==> config.mk <==
export PLATFORM = sky130hd
export DESIGN_NAME = sample_fifo
export DESIGN_NICKNAME = d
export VERILOG_FILES = /design/src/rtl/sample_fifo.sv
export SDC_FILE = /design/constraint.sdc
export NUM_CORES = 1
export LEC_CHECK = 0
export ABC_AREA = 0
export BUFFER_PORTS_ARGS = -buffer_cell sky130_fd_sc_hd__buf_2
export CORE_MARGIN = 2
export CORE_UTILIZATION = 29
export DETAILED_ROUTE_END_ITERATION = 10
export PLACE_DENSITY = 0.42
export SLEW_MARGIN = 20
export SYNTH_ARGS = -nofsm -noshare
export SYNTH_HDL_FRONTEND = slang
export SYNTH_SLANG_ARGS = --single-unit
export TNS_END_PERCENT = 20
==> constraint.sdc <==
create_clock -name clk -period 11.4 [get_ports clk]
set_input_delay 0.57 -clock clk [delete_from_list [all_inputs] [get_ports clk]]
set_output_delay 0.57 -clock clk [all_outputs]
set_load 0.05 [all_outputs]
==> src/rtl/sample_fifo.sv <==
// sample_fifo: single-clock sample buffer between an audio producer and a
// frame serializer. Request/valid read port, almost-full flow control,
// and a tap-delay shift register used to sequence the serializer pipeline.
module sample_fifo #(
   parameter int DATA_WIDTH = 32,
   parameter int ADDR_WIDTH = 4,
   parameter int MAX_ITEMS  = (1 << ADDR_WIDTH) - 8,
   parameter int TAP_DEPTH  = 9
) (
   input  logic                  clk,
   input  logic                  reset_n,
   input  logic [DATA_WIDTH-1:0] data_w,
   input  logic                  we,
   output logic                  almost_full,
   input  logic                  req,
   output logic [DATA_WIDTH-1:0] data_r,
   output logic                  valid,
   output logic                  empty,
   input  logic                  tap_in,
   output logic [TAP_DEPTH-1:0]  taps
);

   localparam int DEPTH = 1 << ADDR_WIDTH;

   localparam logic [ADDR_WIDTH:0]   CNT_FULL = (ADDR_WIDTH+1)'(DEPTH);
   localparam logic [ADDR_WIDTH:0]   CNT_AF   = (ADDR_WIDTH+1)'(MAX_ITEMS);
   localparam logic [ADDR_WIDTH:0]   CNT_ONE  = (ADDR_WIDTH+1)'(1);
   localparam logic [ADDR_WIDTH-1:0] PTR_ONE  = ADDR_WIDTH'(1);

   logic [DATA_WIDTH-1:0] mem_q [DEPTH];

   logic [ADDR_WIDTH-1:0] wr_ptr_q, wr_ptr_d;
   logic [ADDR_WIDTH-1:0] rd_ptr_q, rd_ptr_d;
   logic [ADDR_WIDTH:0]   count_q,  count_d;
   logic [DATA_WIDTH-1:0] data_r_q, data_r_d;
   logic                  valid_q,  valid_d;
   logic [TAP_DEPTH-1:0]  taps_q,   taps_d;

   logic do_write;
   logic do_read;

   // Flags decode straight from the registered count, so they move on the
   // same edge as the count itself.
   assign empty       = (count_q == '0);
   assign almost_full = (count_q >= CNT_AF);

   // Full and empty are judged on pre-edge state: a write into an empty FIFO
   // cannot be read in the same cycle, and a read at full still pops while
   // the concurrent write is dropped.
   assign do_write = we  && (count_q != CNT_FULL);
   assign do_read  = req && !empty;

   // Next-state for pointers, occupancy, read port and delay line.
   always_comb begin
      // NOTE: every always_comb output gets a default first so no path can
      // leave it unassigned and infer a latch.
      wr_ptr_d = wr_ptr_q;
      rd_ptr_d = rd_ptr_q;
      count_d  = count_q;
      data_r_d = data_r_q;
      valid_d  = do_read;
      taps_d   = {taps_q[TAP_DEPTH-2:0], tap_in};

      if (do_write) begin
         wr_ptr_d = wr_ptr_q + PTR_ONE;
      end
      if (do_read) begin
         rd_ptr_d = rd_ptr_q + PTR_ONE;
         data_r_d = mem_q[rd_ptr_q];
      end

      case ({do_write, do_read})
         2'b10:   count_d = count_q + CNT_ONE;
         2'b01:   count_d = count_q - CNT_ONE;
         default: count_d = count_q;
      endcase
   end

   // Control and output registers; reset discards all stored words.
   always_ff @(posedge clk or negedge reset_n) begin
      // NOTE: sequential state uses non-blocking assignments so every
      // register samples pre-edge values regardless of statement order.
      if (!reset_n) begin
         wr_ptr_q <= '0;
         rd_ptr_q <= '0;
         count_q  <= '0;
         data_r_q <= '0;
         valid_q  <= 1'b0;
         taps_q   <= '0;
      end else begin
         wr_ptr_q <= wr_ptr_d;
         rd_ptr_q <= rd_ptr_d;
         count_q  <= count_d;
         data_r_q <= data_r_d;
         valid_q  <= valid_d;
         taps_q   <= taps_d;
      end
   end

   // Sample storage write port.
   always_ff @(posedge clk) begin
      // NOTE: storage is deliberately not reset; occupancy gating makes stale
      // contents unreachable and keeps the array mappable to plain RAM.
      if (do_write) begin
         mem_q[wr_ptr_q] <= data_w;
      end
   end

   assign data_r = data_r_q;
   assign valid  = valid_q;
   assign taps   = taps_q;

endmodule

# Word level (Yosys, flattened, before mapping)
# Memories as Yosys holds them, arrays and structs flattened. A register that Yosys moved wholly into a read port is not among the register bits.
# Index checks and enable logic that the tools add are counted.
word_totals:
  memories: 1
  ramBits: 512
  elab_cells: 23
  regBits: 23
  out_inout_bits: 44
  in_bits: 37
op_classes:
  addsub: 4
  mux: 3
  eq_ne: 3
  magnitude_cmp: 1
  reduce_logical: 6
mem_list:
  columns: ["name", "words", "width", "rd", "rd_ports_with_merged_regs", "write_ports", "line", "rtl"]
  rows:
  - ["mem_q", 16, 32, 1, 1, 1, "30", "logic [DATA_WIDTH-1:0] mem_q [DEPTH];"]
ops:
  columns: ["op", "count"]
  rows:
  - ["5-bit one-hot mux with 2 select lines", 1]
  - ["4-bit by 1-bit adder with 4-bit output (second input constant)", 2]
  - ["5-bit by 1-bit adder with 5-bit output (second input constant)", 1]
  - ["5-bit by 4-bit greater-or-equal comparator with 1-bit output (second input constant)", 1]
  - ["5-bit logical NOT", 1]
  - ["5-bit inequality test (second input constant)", 1]
  - ["5-bit by 1-bit subtractor with 5-bit output (second input constant)", 1]
  - ["2-bit by 1-bit == test with 1-bit output (second input constant)", 1]
  - ["2-bit == test (second input constant)", 1]
  - ["1-bit logical AND", 2]
  - ["1-bit logical NOT", 2]
  - ["1-bit two-way mux", 2]
  - ["2-bit nonzero test", 1]

# Longest topological paths before layout
# Gate-level depths: netlist of the first run.
depth:
  word_depth: 5
  depth_mapped: 12
  ltp_nobuf: 11

# Worst setup path before layout of the first run
# OpenSTA, ideal clock, no wires.
synth_path:
  kind: "input -> register"
  from: "input we"
  to: "memory mem_q[3][0] (enable)"
  t_required_ns: 10.939
  path_buffers: 1
  setup_time_ns: 0.461
  stages: 4
  arrival_time_ns: 3.313
  setup_slack_ns: 7.626
  path_cell_list: "o21a_1 -> clkbuf_1 -> nand2_1 -> nor3_1"
synth_via:
  elab_chain_len: 3
synth_lines:
  columns: ["element", "line", "rtl"]
  rows:
  - ["start, declared", "13", "input logic we,"]
  - ["1-bit logical AND", "50", "assign do_write = we && (count_q != CNT_FULL);"]
  - ["1-bit two-way mux", "104", "if (do_write) begin"]
  - ["1-bit two-way mux (not written as such)", "105", "mem_q[wr_ptr_q] <= data_w;"]
  - ["end, declared", "30", null]
# Every way passes these cells.

==> results of run 1 <==
Yosys cell counts (7+ instances only):
master	number	area (um^2)
o22ai_1	60	375
buf_2	17	85.1
buf_6	15	169
ha_1	9	113
clkbuf_1	21	78.8
dfrtp_1	55	1380
mux2_2	33	372
xnor2_1	7	61.3
a21oi_1	30	150
edfxtp_1	512	15400
nor2_1	13	48.8
inv_1	8	30.0
nand2_1	9	33.8
mux4_2	128	2880
power by group through the flow:
stage	clock network [W]	registers, W	logic (W)
after floorplan	0	0.00286	0.00118
after global placement	0	0.00279	0.00178
after detailed placement	0	0.00279	0.00179
after CTS	0.00219	0.00275	0.00179
after global routing	0.00227	0.00277	0.00188
final	0.00212	0.00273	0.00174
per-stage QoR:
step	cell area, um^2	total power, W	hold slack [ns]	std cells	setup slack, ns
after floorplan	21500	0.00404	0.274	955	7.63
after global placement	23100	0.00457	0.357	1965	7.95
after detailed placement	23100	0.00458	0.360	1965	7.92
after CTS	25300	0.00673	0.0721	2089	7.88
after global routing	25300	0.00692	0.0835	2089	7.80
final	25300	0.00660	0.108	2089	7.99
final cells by class:
cell class / instances / area (um^2)
tap: 959 / 1200
clock buffer: 100 / 1920
multi-input combinational: 325 / 4460
inverter: 8 / 30.0
clock inverter: 23 / 269
sequential: 567 / 16800
timing repair buffer: 107 / 621
fill: 6817 / 47800
path summary, 6_finish.rpt:
kind | start | to | slack [ns] | depth (start not counted)
worst max-delay path | rd_ptr_q[3]$_DFFE_PN0P_ | data_r[24]$_DFFE_PN0P_ | 7.99 | 6
worst max register to register | rd_ptr_q[3]$_DFFE_PN0P_ | data_r[24]$_DFFE_PN0P_ | 7.99 | 6
worst min-delay path | tap_in | taps[0]$_DFF_PN0_ | 0.11 | 1
min in group asynchronous | reset_n | data_r[19]$_DFFE_PN0P_ | 0.42 | 2
max in group asynchronous | reset_n | rd_ptr_q[2]$_DFFE_PN0P_ | 9.91 | 3
worst min register to register | taps[2]$_DFF_PN0_ | taps[3]$_DFF_PN0_ | 0.37 | 0
sequential cells by signal, summed over array words and instances (netlist names):
register  flops
valid         1
data_r       32
count_q       5
wr_ptr_q      4
taps          9
mem_q       512
rd_ptr_q      4
logic make-up after synthesis:
| family | synth area share |
|---|---|
| flip-flops | 0.781 |
| multiplexers | 0.152 |
| AO/OA/AOI/OAI | 0.0304 |
| buffers and inverters | 0.0173 |
| AND/OR/NAND/NOR | 0.00921 |
| XOR/XNOR | 0.00408 |
| adder cells (fa/ha/maj) | 0.00618 |
worst max-delay path, delay by kind of cell (launching register included):
kind | cells | cell delay, ns
flip-flops | 1 | 0.81
buffers and inverters | 2 | 1.49
multiplexers | 2 | 0.67
AO/OA/AOI/OAI | 2 | 0.18
layer usage:
metal | track usage | vias up | routed length [um]
met4 | 0.0404 | 6 | 1020
met3 | 0.0257 | 86 | 1970
met5 | 0 | - | 44
met1 | 0.181 | 5370 | 23300
met2 | 0.230 | 186 | 25600
li1 | - | 4250 | -
repair_timing:
| item | CTS | global route |
|---|---|---|
| setup endpoints to repair | 0 | 0 |
| resized for setup | 0 | 0 |
| hold buffers | 1 | 0 |
| hold endpoints to repair | 23 | 0 |
==> results.yml, run 1 <==
pwr:
  combPwrFrac: 0.264
  ir_drop_v: 0.000184
  p_sw_w: 0.00203
  switching_share: 0.308
  p_leak_nw: 8.08
  p_per_area_nw_per_um2: 261
  pwr-share-seq: 0.414
  clockPowerShare: 0.321
  p_int_w: 0.00456
yosys:
  async_flop_share: 0.0970
  synth_seq_cells: 567
  synth_fp_nets: 1002
  synth_area_um2: 21500
  ys.flop_type: "edfxtp_1"
  synth_edf_count: 512
  synth_cell_type_count: 32
  yosys_warnings: 0
  syn_area_per_cell_um2: 22.5
  synthCells: 955
  ys_seq_area_frac: 0.781
timing:
  fin_setup_tns_ns: 0
  fmax_mhz: 294
  drv_slew: 0
  fin_skew_ns: 0.0225
  timing_hold_violations_final: 0
  max_slew_margin: 0.360
  rsz0062_at_grt: "no"
  fin_crit_sh: 0.299
  setup_violations: 0
  period_needed_ns: 3.41
  tightest_slew_ns: 0.955
status:
  status: "complete, but fails checks"
  failed_checks: "DRC"
detailed_routing:
  ant_nets: 0
  first_pass_iters: 9
  post_drt_wl_per_cell_um: 24.8
  vias: 9898
  remaining_drc_errors: 2
  vias_per_cell: 4.74
  wl_um: 51900
  drt_iter0_markers: 815
finish:
  fin_nets: 1123
  fin_util: 0.346
  areaGrowthSynthToFinish_pct: 17.7
  n_antenna_cell: 0
  drive_gt1_frac: 0.352
  final_cell_mix: "edfxtp_1, mux4_2, buf_2"
  final_common_cell: "edfxtp_1"
worst_setup_path:
  cp.required_ns: 11.82
  criticalPathCategory: "flip-flop to flip-flop"
  startpoint_type: "flip-flop"
  crit_path_end_kind: "flip-flop"
  critPathMaxStageDelay_ns: 0.81
  cp_data_arrival_time_ns: 3.83
  cpMaxStageDelayCell: "dfrtp_4"
  worst-path-max-fanout: 49
  path_cells: "buf_4 -> buf_4 -> mux4_2 -> mux2_2 -> o22ai_1 -> a21oi_1"
  worst_path_most_repeated_cell: "buf_4"
placement:
  portBuffers: 80
  gp_congestion: 0.666
  dpl.hpwl_um: 26600
clock_tree:
  clock_sinks: 567
  cts_buffers: 67
  cts_tree: "built"
  insertion_delay_ns: 0.60
  post_cts_buffers: 0
  clkTransAtPathRegs_ns: 0.06
  htreeDepth: 3
  clk_path_buf_depth: 3
  root_buffer: "clkbuf_16"
die:
  ios: 81
  start_util: 0.294
  fp.dieW_um: 276
  rows: 99
  die_area_um2: 76200
  die_h_um: 276
  core_area_um2: 73100
global_routing:
  grt_max_degree: 89
  grt_pass1_wl_um: 75600
  grt_use_total: 0.137
  grt-ovfl-total: 0
  grt_pass1_vias: 10801
  grt_antenna_before_repair: 3
run:
  drv_cap: 0
hold_path:
  hold_class: "primary input to flip-flop"
No activity file was read; power rests on OpenSTA's default activity.
==> run 2: changes to the inputs <==
- clock period: 11.4 -> 3.26 ns (I/O delays scaled with it)
==> run 2 against run 1 <==
Net effect: the run still ends with DRC left; via count up 1.1%; non-clock buffer count up 50; register-to-register slack worse by 7.7 ns; total power grew to 3.5 times the previous value; sequential power grew to 3.5 times the previous value; sequential share of layout area fell by 1.3 points; clock-buffer cell count fell by 1; clock skew hardly changed; utilization rose by 0.68 points; routed wire length fell by 0.68%.
==> results.yml, run 2 (synthesis gave the netlist of run 1 again) <==
detailed_routing:
  ant_nets: 0
  remaining_drc_errors: 3
  first_pass_iters: 7
  post_drt_wl_per_cell_um: 24.1
  wl_um: 51500
  vias_per_cell: 4.68
  vias: 10010
  drt_iter0_markers: 673
global_routing:
  grt_pass1_wl_um: 75700
  grt_max_degree: 56
  grt_antenna_before_repair: 0
  grt_pass1_vias: 10775
  grt-ovfl-total: 0
  grt_use_total: 0.137
worst_setup_path:
  crit_buf_inv: 2
  critPathMaxStageDelay_ns: 0.55
  path_depth: 11
  startpoint_type: "flip-flop"
  critical_path.top_delay_family: "simple AND/OR/NAND/NOR gates"
  crit_path_end: "count_q[4]$_DFFE_PN0P_"
  worst-path-max-fanout: 4
  cp-startpoint: "count_q[0]$_DFFE_PN0P_"
  reg2reg_from: "count_q[0]$_DFFE_PN0P_"
  path_cells: "or4_4 -> o21a_1 -> inv_1 -> ha_1 -> inv_1 -> fa_1 -> nor2b_1 -> o21ai_0 -> nand3_1 -> or3b_2 -> xnor2_1"
  ff2ff_path_depth: 11
  r2r_slack_ns: 0.30
  r2r_end: "count_q[4]$_DFFE_PN0P_"
  cp_data_arrival_time_ns: 3.43
  crit_path_end_kind: "flip-flop"
  cpMaxStageDelayCell: "or4_4"
  worst_path_most_repeated_cell: "inv_1"
  cp.required_ns: 3.73
  criticalPathCategory: "flip-flop to flip-flop"
timing:
  fin_skew_ns: 0.0228
  period_needed_ns: 2.96
  timing_hold_violations_final: 0
  tightest_slew_ns: 1.02
  fin_crit_sh: 0.908
  max_slew_margin: 0.320
  fmax_mhz: 338
  rsz0062_at_grt: "no"
  drv_slew: 0
  whs_ns: 0.0600
  setup_violations: 0
clock_tree:
  clkTransAtPathRegs_ns: 0.05
  cts_buffers: 66
  cts_resized: 0
  clk_path_buf_depth: 3
  root_buffer: "clkbuf_16"
  insertion_delay_ns: 0.59
  htreeDepth: 3
  cts_tree: "built"
  clock_sinks: 567
  post_cts_buffers: 0
placement:
  post-place-cells: 1982
  dpl-instance-area_um2: 23400
  gp_congestion: 0.683
  dpl.hpwl_um: 29000
  portBuffers: 80
die:
  rows: 99
  fp.dieW_um: 276
  die_h_um: 276
  die_area_um2: 76200
  ios: 81
  core_area_um2: 73100
  start_util: 0.294
status:
  status: "complete, but fails checks"
  failed_checks: "DRC"
finish:
  regMostFlops: "mem_q"
  fillers: 6812
  final_cell_mix: "edfxtp_1, mux4_2, buf_2"
  multi_input_area_um2: 4460
  drive_gt1_frac: 0.346
  final_common_cell: "edfxtp_1"
  postLayoutCellArea_um2: 25800
  largest_register_ffs: 512
  seq_area_um2: 16800
  fin_util: 0.352
  areaGrowthSynthToFinish_pct: 20.0
  fin_nets: 1172
  final_cells: 2137
  n_antenna_cell: 0
pwr:
  p_per_area_nw_per_um2: 893
  p_leak_nw: 8.30
  ir_drop_v: 0.000417
hold_path:
  hold_class: "primary input to flip-flop"
  hold_depth: 4
run:
  drv_cap: 0
[run 2: what timing repair did]
item	CTS	global route
hold endpoints to repair	568	0
endpoints found under the setup margin	0	0
hold buffers	34	0
[run 2: worst min path at each step]
stage / from / to / slack (ns)
floorplan: reset_n / count_q[0]$_DFFE_PN0P_ / -0.13
global placement: tap_in / taps[0]$_DFF_PN0_ / 0.27
detailed placement: tap_in / taps[0]$_DFF_PN0_ / 0.28
CTS: we / wr_ptr_q[0]$_DFFE_PN0P_ / 0.03
global route: we / wr_ptr_q[0]$_DFFE_PN0P_ / 0.07
finish: we / wr_ptr_q[0]$_DFFE_PN0P_ / 0.06
[run 2: routing by layer]
metal | part of all wire | vias to the layer above | global-route usage
li1 | - | 4368 | -
met1 | 0.44 | 5416 | 0.180
met2 | 0.51 | 158 | 0.232
met3 | 0.031 | 68 | 0.0254
met4 | 0.019 | 0 | 0.0366
met5 | 0 | - | 0
[run 2: worst register-to-register path, delay by kind of cell, from the launching register on]
| kind | cells | cell delay [ns] |
|---|---|---|
| buffers and inverters | 2 | 0.16 |
| AOI/OAI and AO/OA | 2 | 0.30 |
| and+or+nand+nor | 4 | 1.21 |
| xor gates and xnor gates | 1 | 0.13 |
| DFF | 1 | 0.41 |
| adders and majority gates | 2 | 0.61 |
[run 2: area by class of cell]
type	count	share of cell area
clock buffer	99	0.0746
tap	959	0.0466
sequential	567	0.651
inverter	8	0.00117
clock inverter	22	0.00549
timing repair buffer	157	0.0483
multi-input combinational	325	0.173
[run 2: per-stage QoR]
stage | total power (W) | TNS (ns) | setup WS, ns
floorplan | 0.0141 | -40.43 | -0.423
global placement | 0.0163 | 0 | 0.292
detailed placement | 0.0163 | 0 | 0.296
CTS | 0.0235 | 0 | 0.280
global route | 0.0242 | 0 | 0.143
finish | 0.0230 | 0 | 0.300
[run 2: report_power, final]
part           leakage (nW)  internal, W  switching (W)
Combinational          2.04      0.00283        0.00370
Sequential             5.24      0.00889       0.000561
Clock                  1.01      0.00416        0.00287
